--- src/rtl/mac_feeder.sv ---
// mac_feeder: sequences (input, weight) pairs from two read-latency-1 memories
// into a downstream mac, one output neuron at a time. It captures each neuron's
// accumulated result and hands it out over a valid/ready handshake.
module mac_feeder #(
  parameter int unsigned A_WIDTH     = 8,
  parameter int unsigned B_WIDTH     = 8,
  parameter int unsigned ACC_WIDTH   = 32,
  parameter int unsigned N_IN        = 4,
  parameter int unsigned N_OUT       = 2,
  parameter int unsigned MAC_LATENCY = 1,
  // Address/index widths, clamped to at least one bit for degenerate sizes
  localparam int unsigned XW = (N_IN > 1) ? $clog2(N_IN) : 1,
  localparam int unsigned WW = (N_IN * N_OUT > 1) ? $clog2(N_IN * N_OUT) : 1,
  localparam int unsigned NW = (N_OUT > 1) ? $clog2(N_OUT) : 1
) (
  input  logic                 clk,
  input  logic                 rst,
  input  logic                 go,
  output logic                 busy,
  output logic                 done,
  output logic [XW-1:0]        x_addr,
  input  logic [A_WIDTH-1:0]   x_data,
  output logic [WW-1:0]        w_addr,
  input  logic [B_WIDTH-1:0]   w_data,
  output logic                 mac_start,
  output logic                 mac_valid,
  output logic [A_WIDTH-1:0]   mac_a,
  output logic [B_WIDTH-1:0]   mac_b,
  input  logic [ACC_WIDTH-1:0] mac_result,
  output logic                 out_valid,
  input  logic                 out_ready,
  output logic [ACC_WIDTH-1:0] out_data,
  output logic [NW-1:0]        out_idx
);

  // Wait counter must hold 0..MAC_LATENCY
  localparam int unsigned LW = $clog2(MAC_LATENCY + 2);

  localparam logic [XW-1:0] KLast = XW'(N_IN - 1);
  localparam logic [NW-1:0] NLast = NW'(N_OUT - 1);
  localparam logic [LW-1:0] WLast = LW'(MAC_LATENCY);

  typedef enum logic [1:0] {
    StIdle,
    StFeed,
    StWait,
    StOut
  } state_t;

  state_t        state_q;
  logic [XW-1:0] k_q;
  logic [NW-1:0] neuron_q;
  logic [LW-1:0] wait_q;

  // Memory data lands one cycle after the address, exactly when the issue
  // flags are high, so the operands can pass straight through.
  assign mac_a = x_data;
  assign mac_b = w_data;

  // Sequencer FSM; every output except the operand pass-through is registered.
  always_ff @(posedge clk or posedge rst) begin
    if (rst) begin
      state_q   <= StIdle;
      k_q       <= '0;
      neuron_q  <= '0;
      wait_q    <= '0;
      busy      <= 1'b0;
      done      <= 1'b0;
      mac_start <= 1'b0;
      mac_valid <= 1'b0;
      out_valid <= 1'b0;
      out_data  <= '0;
      out_idx   <= '0;
      x_addr    <= '0;
      w_addr    <= '0;
    end else begin
      done      <= 1'b0;
      mac_start <= 1'b0;
      mac_valid <= 1'b0;
      unique case (state_q)
        StIdle: begin
          if (go) begin
            state_q  <= StFeed;
            k_q      <= '0;
            neuron_q <= '0;
            x_addr   <= '0;
            w_addr   <= '0;
            busy     <= 1'b1;
          end
        end

        StFeed: begin
          // Flags describe the pair whose address is out this cycle; they
          // become visible together with that pair's memory data.
          mac_start <= (k_q == '0);
          mac_valid <= (k_q != '0);
          if (k_q == KLast) begin
            state_q <= StWait;
            wait_q  <= '0;
          end else begin
            k_q    <= k_q + 1'b1;
            x_addr <= x_addr + 1'b1;
            w_addr <= w_addr + 1'b1;
          end
        end

        StWait: begin
          if (wait_q == WLast) begin
            out_data  <= mac_result;
            out_idx   <= neuron_q;
            out_valid <= 1'b1;
            state_q   <= StOut;
          end else begin
            wait_q <= wait_q + 1'b1;
          end
        end

        StOut: begin
          if (out_ready) begin
            out_valid <= 1'b0;
            if (neuron_q == NLast) begin
              done    <= 1'b1;
              busy    <= 1'b0;
              state_q <= StIdle;
            end else begin
              neuron_q <= neuron_q + 1'b1;
              k_q      <= '0;
              x_addr   <= '0;
              // Row-major weights: last address of this row + 1 is the next row base
              w_addr   <= w_addr + 1'b1;
              state_q  <= StFeed;
            end
          end
        end

        default: state_q <= StIdle;
      endcase
    end
  end

endmodule
--- config.mk ---
export PLATFORM = sky130hd
export DESIGN_NAME = mac_feeder
export DESIGN_NICKNAME = d
export VERILOG_FILES = /design/src/rtl/mac_feeder.sv
export SDC_FILE = /design/constraint.sdc
export NUM_CORES = 1
export LEC_CHECK = 0
export ABC_AREA = 1
export BUFFER_PORTS_ARGS = -buffer_cell sky130_fd_sc_hd__buf_2
export CELL_PAD_IN_SITES_DETAIL_PLACEMENT = 1
export CELL_PAD_IN_SITES_GLOBAL_PLACEMENT = 1
export CORE_MARGIN = 5
export CORE_UTILIZATION = 31
export CTS_BUF_LIST = sky130_fd_sc_hd__clkbuf_8
export DETAILED_ROUTE_END_ITERATION = 12
export PLACE_DENSITY_LB_ADDON = 0.08
export SYNTH_ARGS = -nofsm -noshare
export SYNTH_HDL_FRONTEND = slang
export SYNTH_SLANG_ARGS = --single-unit
--- constraint.sdc ---
create_clock -name clk -period 1.3 [get_ports clk]
set_input_delay 0.195 -clock clk [delete_from_list [all_inputs] [get_ports clk]]
set_output_delay 0.195 -clock clk [all_outputs]
set_load 0.01 [all_outputs]
==> results.txt <==
The run finished, with violations left. The checks that failed: negative setup slack. Once the floorplan was initialized, standard cells occupied 31.83% of the core. The worst path buffer plus inverter count came out at 2. Summing the areas of all and, or, nand and nor instances in the mapped netlist gives 28.94% of the synthesized area. Of the total synthesized cell area, the portion taken by full adders, half adders and majority gates is 5.086%. Entering global routing, the biggest net connects 51 pins. Net switching is 42.71% of the power.

In this run the vertical extent of the chip is 99.08 um. Summed over all nets, the switching power comes to 3768 uW. For the static leakage, the log shows 0.001846 uW. The run gives 0 as the final number of max-transition violations. Routability-driven placement finished with a final weighted congestion of 0.7096. After detailed routing, the number of remaining DRC violations is 0. For this block, the routed nets add up to 7119 um of wire.

Synthesis instantiated 18 different standard cells from the library. The clock drives 50 sinks. TritonCTS created 5 clock buffers. Internal power comes to 5053 uW. The clock root buffer is sky130_fd_sc_hd__clkbuf_8. The slowest stage of the critical path belongs to the cell sky130_fd_sc_hd__dfrtp_2. The die covers 9817 um2.

Of the available clock period, the critical path in the final layout requires 109.0%. Using the TritonRoute via totals, the vias-per-cell ratio works out to 4.538. The multiplexer area fraction after synthesis was 0%.

For the number of DRC markers in iteration 0, the log shows 44. In this run the deepest clock path goes through 2 buffers. For this design the ratio of total power to cell area is 2474 nW/um2. The number of setup violations in the final report was 42. 111 I/O pins were placed. The standard cell core area was 7727 um2; the area fraction in compound gates after synthesis was 3.052%. The tools report the number of antenna violations at the first check in global routing as 0. Post-synthesis area per instance: 8.601 um2. Number of failing hold endpoints at the final stage: 0. For the worst-skew pair, the clock arrives at the later sink with an insertion delay of 290 ps. The sequential cell area fraction in the yosys report was 50.86%; the global-route wire length before repair was 10510 um. The library cells used most frequently in the layout, excluding fill and tap cells, are sky130_fd_sc_hd__buf_2, sky130_fd_sc_hd__nand2_1, sky130_fd_sc_hd__dfrtp_1, sky130_fd_sc_hd__nand2_2, sky130_fd_sc_hd__nand3_1.

Data on the critical path arrives at its endpoint at 1610 ps. Global routing used 12.96% of the available tracks. Of all nets on the critical path, the largest fanout is 8.

Dividing the detail-routed wire length by the instance count gives 15.21 um. Once detail routing completed, the nets flagged for antenna violations numbered 0. Counting every net in the synthesized netlist gives 348. The HPWL reported at the end of detailed placement is 4406 um, and the number of buffers inserted by port buffering is 78.

The H-tree depth was 2. For the pin with the worst max-slew slack, the measured transition is 277.1 ps. The critical path is of the register to register type.

On the worst path, the slowest cell contributes a delay of 500 ps. The kind of cell adding the most delay to the critical path was flip-flops. For the via count of the first global-routing pass, the log shows 2189. The clock transition time at the flip-flop clock pins of the worst setup and hold paths came out at 90 ps.

Cells with a size suffix above 1 make up 51.91% of the layout. STA classifies the critical path startpoint as a register. The classification of the worst-slack hold path is input pin to register.

Setup repair after global routing could not meet its margin everywhere. Measured against its own limit, the worst slew margin works out to 81.53%. The layout overhead on the synthesized area is 44.96%, and the synthesized-area fraction occupied by xor and xnor cells is 0%.

The signal on the critical path passes through inv_4, ha_4, nand2_8, clkbuf_16, nand2_4, nand2_2. The logs give -117.2 ps for the setup slack of the critical path after layout and 33.2% for the share of power burned in registers. First-pass iteration count of the detailed router: 4. Of the total power, the clock network draws 12.7%. The area of the multi-input gates came out at 1281 um2. In the final layout, flip-flops and latches occupy 1254 um2. The cell count after synthesis is 286, and the worst-case clock skew is 5.499 ps. The tool flagged a number of max-cap violations equal to 0. Setup total negative slack on the finished layout was measured at -2803 ps.

The flip-flop and latch count after synthesis came out at 50. Summing every instance area after synthesis gives 2460 um2. At the end of the flow, the number of nets in the layout was 428.

The leading cell type in the layout, fill and taps excluded is sky130_fd_sc_hd__buf_2. The count of warnings emitted by yosys is 0, and the worst slack on hold paths is 114.7 ps. The worst-case IR drop observed on VDD is 0.9870 mV. The sort of element at the end of the critical path was a register. The worst path needs 1417 ps of the cycle, external delays included. For the row count, the log shows 32. After filler insertion, the fill cell instance count of the layout stands at 916. Across all layers, the routed design uses 2124 vias. TritonCTS built the clock tree. Measured along the x axis, the die boundary spans 99.08 um.

The total inserted antenna cells is 0. The required time of the critical path came out at 1490 ps. The largest family of logic cells by synthesized area was simple AND/OR/NAND/NOR gates.

The share of total power dissipated in combinational logic is 54.1%. Derived from the worst setup path, the maximum achievable clock frequency is 705.6 MHz. Global routing finished with a remaining overflow of 0.
## cells in the mapped netlist (all sizes together)
master	count	area [um2]
nand2	109	431.7
nor2	12	60.06
buf	29	221.5
nand3	39	207.7
o21ai	15	75.07
nand3b	1	7.510
inv	20	75.07
dfrtp	50	1251
ha	10	125.1
nor3	1	5.000
## worst register-to-register path, cell delays in order (launching register included)
cell and delay [ps]:
sky130_fd_sc_hd__dfrtp_2 500, sky130_fd_sc_hd__inv_4 130, sky130_fd_sc_hd__ha_4 250, sky130_fd_sc_hd__nand2_8 130, sky130_fd_sc_hd__clkbuf_16 210, sky130_fd_sc_hd__nand2_4 60
sky130_fd_sc_hd__nand2_2 40
## sequential cells by signal (all words and copies together), names as in the netlist
register / count
out_data: 32
w_addr: 3
k_q: 2
state_q: 2
wait_q: 2
x_addr: 2
busy: 1
done: 1
mac_start: 1
mac_valid: 1
neuron_q: 1
out_idx: 1
out_valid: 1
## worst paths after layout
| path | start | end | slack (ps) | depth (start not counted) |
|---|---|---|---|---|
| min in group asynchronous | rst | out_data[2] | 500 | 4 |
| min | mac_result[12] | out_data[12] | 110 | 3 |
| min reg2reg | busy | busy | 480 | 2 |
| max reg2reg | state_q[0] | out_data[28] | -120 | 6 |
| max | state_q[0] | out_data[28] | -120 | 6 |
| max in group asynchronous | rst | state_q[0] | 550 | 4 |
## kinds of logic (layout without fill, tap and decap cells)
family | count (synthesis) | count (layout)
buffers and inverters | 49 | 128
and+or+nand+nor | 162 | 163
AOI/OAI and AO/OA | 15 | 15
DFF | 50 | 50
adders and majority gates | 10 | 10
## what timing repair did
action,4_1_cts,5_1_grt
hold buffers,1,0
cloned,1,6
pin swaps,3,8
setup endpoints to repair,46,47
endpoints found under the hold margin,50,0
setup buffers,2,2
gates resized for setup,11,97
## metal layers
layer | vias to the layer above | GRT usage (%) | routed length [um] | share of wire [%]
met2 | 59 | 22.37 | 3623 | 51
li1 | 1042 | - | - | -
met3 | 10 | 3.680 | 424 | 6.0
met5 | - | 0 | 0 | 0
met1 | 1013 | 16.22 | 3024 | 42
met4 | 0 | 2.521 | 46 | 0.65
## final cells by class
type / count / share of cell area, %
timing repair buffer: 101 / 19.89
clock buffer: 6 / 2.316
tap: 102 / 3.579
inverter: 20 / 2.281
sequential: 50 / 35.16
clock inverter: 1 / 0.8421
multi-input combinational: 188 / 35.93
## metrics by stage
step | utilization, % | area [um2] | setup slack, ps | power [uW] | std cells
final | 46.15 | 3566 | -117.2 | 8821 | 468
after global routing | 46.15 | 3566 | -168.0 | 9562 | 468
after CTS | 39.96 | 3088 | -59.66 | 7703 | 460
after detailed placement | 37.56 | 2903 | -137.9 | 6385 | 449
after global placement | 37.56 | 2903 | -93.80 | 6323 | 449
after floorplan | - | 2466 | 10.76 | 5039 | 286
## power groups by stage
stage	Clock, uW	Sequential, uW	Combinational (uW)
after floorplan	0	3020	2020
after global placement	0	2720	3600
after detailed placement	0	2740	3640
after CTS	1180	2720	3800
after global routing	1210	3030	5320
final	1120	2930	4770
(Power assumes the default switching activity.)
